File: src/rtl/rsa_decrypt.sv
// rsa_decrypt: toy RSA receive side. Computes plain = cipher^D mod N with
// right-to-left square-and-multiply, one modular step per clock. Every job
// takes the same number of cycles whatever the data, so output timing
// reveals nothing about the ciphertext.
//
// Ports:
//   clk, rst_n            clock (rising edge), async active-low reset
//   in_valid / in_ready   ciphertext handshake; in_ready only in IDLE
//   cipher [WIDTH]        ciphertext word
//   out_valid / out_ready plaintext handshake; plain held until consumed
//   plain [WIDTH]         decrypted word, keeps its value after consumption
//   busy                  high whenever the FSM is not in IDLE
//   cipher_oor            (only with RSA_RANGE_CHK_EN) the accepted cipher
//                         was >= N; meaningful only while out_valid=1
//
// Optional macro: RSA_RANGE_CHK_EN adds the cipher_oor flag.
module rsa_decrypt #(
  parameter int WIDTH    = 8,
  parameter int N        = 33,
  parameter int D        = 7,
  parameter int EXP_BITS = 8
) (
  input  logic             clk,
  input  logic             rst_n,
  input  logic             in_valid,
  output logic             in_ready,
  input  logic [WIDTH-1:0] cipher,
  output logic             out_valid,
  input  logic             out_ready,
  output logic [WIDTH-1:0] plain,
`ifdef RSA_RANGE_CHK_EN
  output logic             cipher_oor,
`endif
  output logic             busy
);

  localparam int CW = $clog2(EXP_BITS) + 1;
  localparam logic [2*WIDTH-1:0] N_2W = (2*WIDTH)'(N);
  // 1 mod N collapses to 0 for the degenerate modulus N=1.
  localparam logic [WIDTH-1:0] ONE_MOD_N = (N == 1) ? '0 : WIDTH'(1);

  typedef enum logic [1:0] {IDLE, REDUCE, EXP, DONE} state_t;

  state_t               state_q, state_d;
  logic [WIDTH-1:0]     cin_q, cin_d;
  logic [WIDTH-1:0]     base_q, base_d;
  logic [WIDTH-1:0]     res_q, res_d;
  logic [EXP_BITS-1:0]  exp_q, exp_d;
  logic [CW-1:0]        cnt_q, cnt_d;
  logic [WIDTH-1:0]     plain_q, plain_d;
  logic                 ov_q, ov_d;
  logic                 last_step;

  function automatic logic [WIDTH-1:0] mulmod(input logic [WIDTH-1:0] a,
                                              input logic [WIDTH-1:0] b);
    logic [2*WIDTH-1:0] p;
    p = {{WIDTH{1'b0}}, a} * {{WIDTH{1'b0}}, b};
    return WIDTH'(p % N_2W);
  endfunction

  assign last_step = (cnt_q == CW'(EXP_BITS - 1));

  // State register
  always_ff @(posedge clk or negedge rst_n) begin
    if (!rst_n) state_q <= IDLE;
    else        state_q <= state_d;
  end

  // Next-state logic
  always_comb begin
    state_d = state_q;
    case (state_q)
      IDLE:    if (in_valid) state_d = REDUCE;
      REDUCE:  state_d = EXP;
      EXP:     if (last_step) state_d = DONE;
      DONE:    if (out_ready) state_d = IDLE;
      default: state_d = IDLE;
    endcase
  end

  // Outputs derived from state
  always_comb begin
    in_ready = (state_q == IDLE);
    busy     = (state_q != IDLE);
  end

  // Datapath next-state
  always_comb begin
    cin_d   = cin_q;
    base_d  = base_q;
    res_d   = res_q;
    exp_d   = exp_q;
    cnt_d   = cnt_q;
    plain_d = plain_q;
    ov_d    = ov_q;
    case (state_q)
      IDLE: if (in_valid) cin_d = cipher;
      REDUCE: begin
        base_d = WIDTH'({{WIDTH{1'b0}}, cin_q} % N_2W);
        res_d  = ONE_MOD_N;
        exp_d  = EXP_BITS'(D);
        cnt_d  = '0;
      end
      EXP: begin
        if (exp_q[0]) res_d = mulmod(res_q, base_q);
        base_d = mulmod(base_q, base_q);
        exp_d  = exp_q >> 1;
        cnt_d  = cnt_q + CW'(1);
        // Final result includes this cycle's multiply.
        if (last_step) begin
          plain_d = res_d;
          ov_d    = 1'b1;
        end
      end
      DONE: if (out_ready) ov_d = 1'b0;
      default: ;
    endcase
  end

  always_ff @(posedge clk or negedge rst_n) begin
    if (!rst_n) begin
      cin_q   <= '0;
      base_q  <= '0;
      res_q   <= '0;
      exp_q   <= '0;
      cnt_q   <= '0;
      plain_q <= '0;
      ov_q    <= 1'b0;
    end else begin
      cin_q   <= cin_d;
      base_q  <= base_d;
      res_q   <= res_d;
      exp_q   <= exp_d;
      cnt_q   <= cnt_d;
      plain_q <= plain_d;
      ov_q    <= ov_d;
    end
  end

  assign plain     = plain_q;
  assign out_valid = ov_q;

`ifdef RSA_RANGE_CHK_EN
  logic oor_q;
  always_ff @(posedge clk or negedge rst_n) begin
    if (!rst_n)                      oor_q <= 1'b0;
    else if (in_valid && in_ready)   oor_q <= ({{WIDTH{1'b0}}, cipher} >= N_2W);
  end
  assign cipher_oor = oor_q;
`endif

endmodule

File: config.mk
export PLATFORM = sky130hd
export DESIGN_NAME = rsa_decrypt
export DESIGN_NICKNAME = d
export VERILOG_FILES = /design/src/rtl/rsa_decrypt.sv
export SDC_FILE = /design/constraint.sdc
export NUM_CORES = 1
export LEC_CHECK = 0
export CAP_MARGIN = 20
export CORE_ASPECT_RATIO = 0.75
export CORE_MARGIN = 2
export CORE_UTILIZATION = 55
export CTS_CLUSTER_DIAMETER = 40
export DETAILED_ROUTE_END_ITERATION = 10
export PLACE_DENSITY = 0.82
export SETUP_SLACK_MARGIN = 0.2
export SKIP_LAST_GASP = 1
export SLEW_MARGIN = 20
export SYNTH_ARGS = -nofsm -noshare
export SYNTH_HDL_FRONTEND = slang
export SYNTH_SLANG_ARGS = --single-unit
export TNS_END_PERCENT = 30
File: constraint.sdc
create_clock -name clk -period 12.3 [get_ports clk]
set_input_delay 2.46 -clock clk [delete_from_list [all_inputs] [get_ports clk]]
set_output_delay 2.46 -clock clk [all_outputs]
set_load 0.005 [all_outputs]
Word level (Yosys, flattened, before mapping)

Cells that the tools add are included.

Flip-flop bits (word level): 47
Bits of input ports: 12
Word-level logic and storage cells: 41

Add/sub/neg operators: 1
Multiply operators: 2
Divide/modulo/power cells: 3
Eq/ne operators: 7
Mux-type cells: 12
Reductions and logical operators: 8

Operators with widths:

| kind                                                                      | count |
|---|---|
| 8-bit one-hot mux with 2 select lines                                     | 3 |
| 16-bit by 6-bit remainder unit with 16-bit output (second input constant) | 2 |
| 8-bit by 8-bit multiplier with 16-bit output                              | 2 |
| 8-bit by 6-bit remainder unit with 16-bit output (second input constant)  | 1 |
| 8-bit 2-to-1 mux                                                          | 1 |
| 2-bit one-hot mux with 4 select lines                                     | 1 |
| 4-bit one-hot mux with 2 select lines                                     | 1 |
| 2-bit 2-to-1 mux                                                          | 3 |
| 2-bit inequality test (second input constant)                             | 3 |
| 3-bit AND reduction                                                       | 2 |
| 2-bit nonzero test                                                        | 3 |
| 4-bit by 1-bit adder with 4-bit output (second input constant)            | 1 |
| 2-bit equality test (second input constant)                               | 2 |
| 4-bit by 3-bit equality test with 1-bit output (second input constant)    | 1 |
| 2-bit AND reduction                                                       | 2 |
| 2-bit by 1-bit equality test with 1-bit output (second input constant)    | 1 |
| 2-bit logical NOT                                                         | 1 |
| 1-bit 2-to-1 mux                                                          | 2 |
| 1-bit one-hot mux with 2 select lines                                     | 1 |

Longest topological paths before layout

Depth in word-level cells: 4
Gate-level depth with buffers: 55
Gate-level depth less buffers: 50

Worst setup path after synthesis

No wires, ideal clock.

Kind: reg2reg
From: reg base_q[5]
To: reg base_q[7]
Library setup time: 0.124 ns
Data arrival time: 11.852 ns
Required time: 12.176 ns
Slack: 0.324 ns
Cell stages (with the launch flop): 54
Path buffers: 5
Period minus slack after synthesis: 11.976 ns
Cell sequence: dfrtp_1 clkbuf_1 clkbuf_1 nand2_1 fa_1 inv_1 fa_1 fa_1 inv_1 fa_1 inv_1 ha_1 o211ai_1 a21boi_1 and4_1 a211oi_2 or2_4 maj3_2 [18 not listed] and4b_1 a21o_1 buf_6 xnor2_1 ha_1 or3_1 mux2i_1 o21bai_1 a31oi_4 xnor2_1 ha_1 nand2_1 a21oi_1 o21ai_0 mux2_4 o31a_1 o2111a_1 a211o_1

Cells in the longest elaborated chain, start to end: 3

Ends and longest elaborated chain:

| item                                              | RTL line | source |
|---|---|---|
| from (decl)                                       | 46       | `logic [WIDTH-1:0] base_q, base_d;` |
| from (signal assigned)                            | 131      | `base_q <= base_d;` |
| 8-bit by 8-bit multiplier with 16-bit output      | 57       | `p = {{WIDTH{1'b0}}, a} * {{WIDTH{1'b0}}, b};` |
| 16-bit by 6-bit remainder unit with 16-bit output | 58       | `return WIDTH'(p % N_2W);` |
| 8-bit one-hot mux with 2 select lines             | 96       | `case (state_q)` |

Every way passes these cells.
A chain may end at the register's enable or synchronous reset.

Final worst setup path

From: reg base_q[2]
To: reg base_q[0]

The elaborated chain is that of the path after synthesis.

==> implementation parameters <==
Parameter                              Value

Synth
  Proportion of synthesized chip area in sequential cells ... 0.09081
  Number of standard cells after synthesis ... 1482
  Number of flops mapped to enable cells by yosys ... 0
  Share of the synthesized area in the top cell type ... 0.1055
  Post-synthesis net count ... 1635
  Post-synthesis register bit count ... 42
  Cell area after synthesis ... 11570 um^2
  Commonest cells in the netlist ... 122 x inv_1, 100 x nor2_1, 99 x nand2_1
  Share of flip-flops with an asynchronous set or reset after synthesis ... 1.000
  Most common cell in the netlist ... inv_1
  Count of distinct cell types in the synthesized netlist ... approximately 130
  Synthesis warning total ... 0
  Synthesized area divided by synthesized cell count ... 7.809 um^2
  Leading area contributor after synthesis ... fa_1
  Main synth FF type ... dfrtp_1
  Largest cells by area after synthesis ... fa_1 11%, dfrtp_1 9.1%, ha_1 8.6%, and2_1 4.5%, inv_1 4.0%

Critical path
  Slowest cell on crit path ... fa_1
  Origin of the critical flop-to-flop path ... base_q[2]
  Crit-path max cell delay ... around 0.52 ns
  Type of element capturing the critical path ... flip-flop
  Arrival time worst endpoint ... 12.22 ns
  Kind of launch point of the worst setup path ... flip-flop
  Library cell appearing most often on the critical path ... buf_4
  Crit path launch ... base_q[2]
  Worst EP required ... 12.49 ns
  Worst setup path class ... flip-flop to flip-flop
  Worst-path maximum fanout ... 6

Clock tree
  Clock tree from TritonCTS ... yes
  Max Buffers Root-to-Sink ... 2
  Hold buffers post-CTS ... 0
  Skew-Pair Late Insertion Delay ... 0.29 ns
  TritonCTS sink count ... 42
  Max H-tree Level ... 2
  Number of buffers created by CTS ... 5
  Clock transition at the registers of the reported paths ... around 0.07 ns
  Clock root buffer ... clkbuf_16

GRT
  Via count of the first global-routing pass ... 11010
  Global-route wire length before repair ... around 54000 um
  Number of antenna violations at the first check in global routing ... 0
  Total overflow reported by the global router ... 0
  Pin count of the biggest net entering global routing ... 43
  Global Route Usage Sum ... 0.2893

STA
  WHS ... 0.4836 ns
  Post-route setup slack ... 0.2640 ns
  Crit share post-route ... 0.9785
  Achievable clock frequency ... 83.08 MHz
  Time the final worst path needs with I/O delays and setup ... 12.04 ns
  Number of max-slew violations in the final report ... 0
  Worst Clk Skew ... about 0.0069 ns
  Number of failing setup endpoints in the final timing report ... 0
  Final Hold Vio Count ... 0
  Rel. slew slack ... 0.3550
  Tightest Pin Transition ... 0.9675 ns

Hold path
  Worst Min Path Start ... plain[1]
  Worst hold path type ... flip-flop to flip-flop

Die
  Initial standard-cell utilization of the core ... 0.5663
  Die width ... 171.5 um
  Core ar. ... approximately 20000 um^2
  Full die area ... 22230 um^2
  Std-Cell Rows ... 45
  Vertical die dimension ... around 130 um
  Number of ports placed on the die boundary ... 23

Finish
  Filler Cell Count ... about 1500
  Antenna diode instance count ... 0
  Area growth from synthesis to layout ... 23.73%
  Number of standard cells in the final layout excluding fillers ... 1883
  Final-stage net count ... between 1500 and 2000
  Core utilization of the finished layout ... 0.7006
  Layout cell share with drive strength beyond 1 ... 0.2536

Routing
  Antenna Violating Nets Remaining ... 0
  Routed WL per cell ... 19.80 um
  First-pass DRT Iterations ... 5
  Total DRC errors in the routed layout ... 0
  Via-to-Cell Ratio ... 6.815
  Total vias in the final route ... 12830
  Total detailed-routing wirelength ... 37280 um
  Iter 0 DRT Violations ... 1775

Place
  Worst-case setup slack after placement ... -0.06045 ns
  Routability cong. ... between 0.9 and 1
  HPWL reported at the end of detailed placement ... roughly 25000 um
  Number of buffers added on ports ... 22
  Cell total after placement ... 1813

Run status
  Run status ... complete, no violations

Job
  Max capacitance violation total ... 0
[worst max-delay path, delay by kind of cell (launching register included)]
| family | cells | cell delay, ns |
|---|---|---|
| AO/OA/AOI/OAI | 14 | 3.11 |
| AND/OR/NAND/NOR | 14 | 2.98 |
| adder cells (fa/ha/maj) | 8 | 2.55 |
| buffers and inverters | 10 | 1.42 |
| multiplexers | 4 | 1.11 |
| flip-flops | 1 | 0.46 |
| XOR/XNOR | 2 | 0.32 |
[registers in the layout (all words and copies together) (netlist names)]
register / count
out_valid: 1
state_q: 2
cin_q: 8
exp_q: 3
res_q: 8
cnt_q: 4
base_q: 8
plain: 8
[final timing paths]
check | end | slack (ns) | depth (start not counted)
hold / removal | plain[1] | 0.48 | 1
max in group asynchronous | base_q[2] | 9.31 | 1
setup reg to reg | base_q[0] | 0.26 | 52
hold reg to reg | plain[1] | 0.48 | 1
setup / recovery | base_q[0] | 0.26 | 52
min in group asynchronous | cnt_q[1] | 2.32 | 1
[cells by family after synthesis]
group | count (synthesis) | synth area share
and+or+nand+nor | 527 | 0.2497
AOI/OAI and AO/OA | 499 | 0.3197
buffers and inverters | 176 | 0.06216
adders and majority gates | 143 | 0.1939
xor gates and xnor gates | 50 | 0.04097
muxes | 45 | 0.04270
DFF | 42 | 0.09081
[final cells by class]
type	count	area [um^2]	share of cell area
clock buffers	5	125.1	0.008737
clock inverters	3	27.53	0.001922
inverters	122	457.9	0.03198
multi-input cells	1267	11000	0.7683
flip-flops and latches	42	1057	0.07383
well taps	282	352.8	0.02464
repair buffers	162	1297	0.09061
[metrics by stage]
| step | instance area [um^2] | TNS, ns |
|---|---|---|
| finish | 14320 | 0 |
| global route | 14320 | -0.6568 |
| CTS | 12720 | 0 |
| detailed placement | 12500 | -0.06045 |
| global placement | 12490 | -0.3082 |
| floorplan | 11570 | 0 |
[placed cells by master (no fill, tap or decap), types with 22 or more instances in the layout]
cell type  netlist  final
a21oi_1         74     63
nor3_1          43     36
ha_1            80     72
and3_1          23     22
o21ai_0         69     61
a31oi_1         34     31
o21a_1          23     23
nand2_1         99     93
nor2_1         100     92
xnor2_1         33     24
inv_1          122    119
a21o_1          25     22
nand3_1         42     38
and2_1          83     77
o21ai_1         25     24
fa_1            61     59
dfrtp_1         42     37
buf_4            5    134
[per-layer routing]
layer / vias up / share of wire / global-route usage
met5: - / 0 / 0
met4: 0 / 0.018 / 0.02792
met3: 102 / 0.091 / 0.04979
met2: 796 / 0.45 / 0.4307
met1: 6151 / 0.44 / 0.4497
li1: 5783 / - / -
[repair_timing]
item                                    in CTS  in global routing
pin swaps                                    1                 77
setup buffers                                1                 58
endpoints found under the setup margin      16                 24
resized for setup                           16                216
gates cloned                                 0                  3
Power is not shown: default switching activity piles up to over one toggle a cycle in this logic, so the estimate is an artifact.
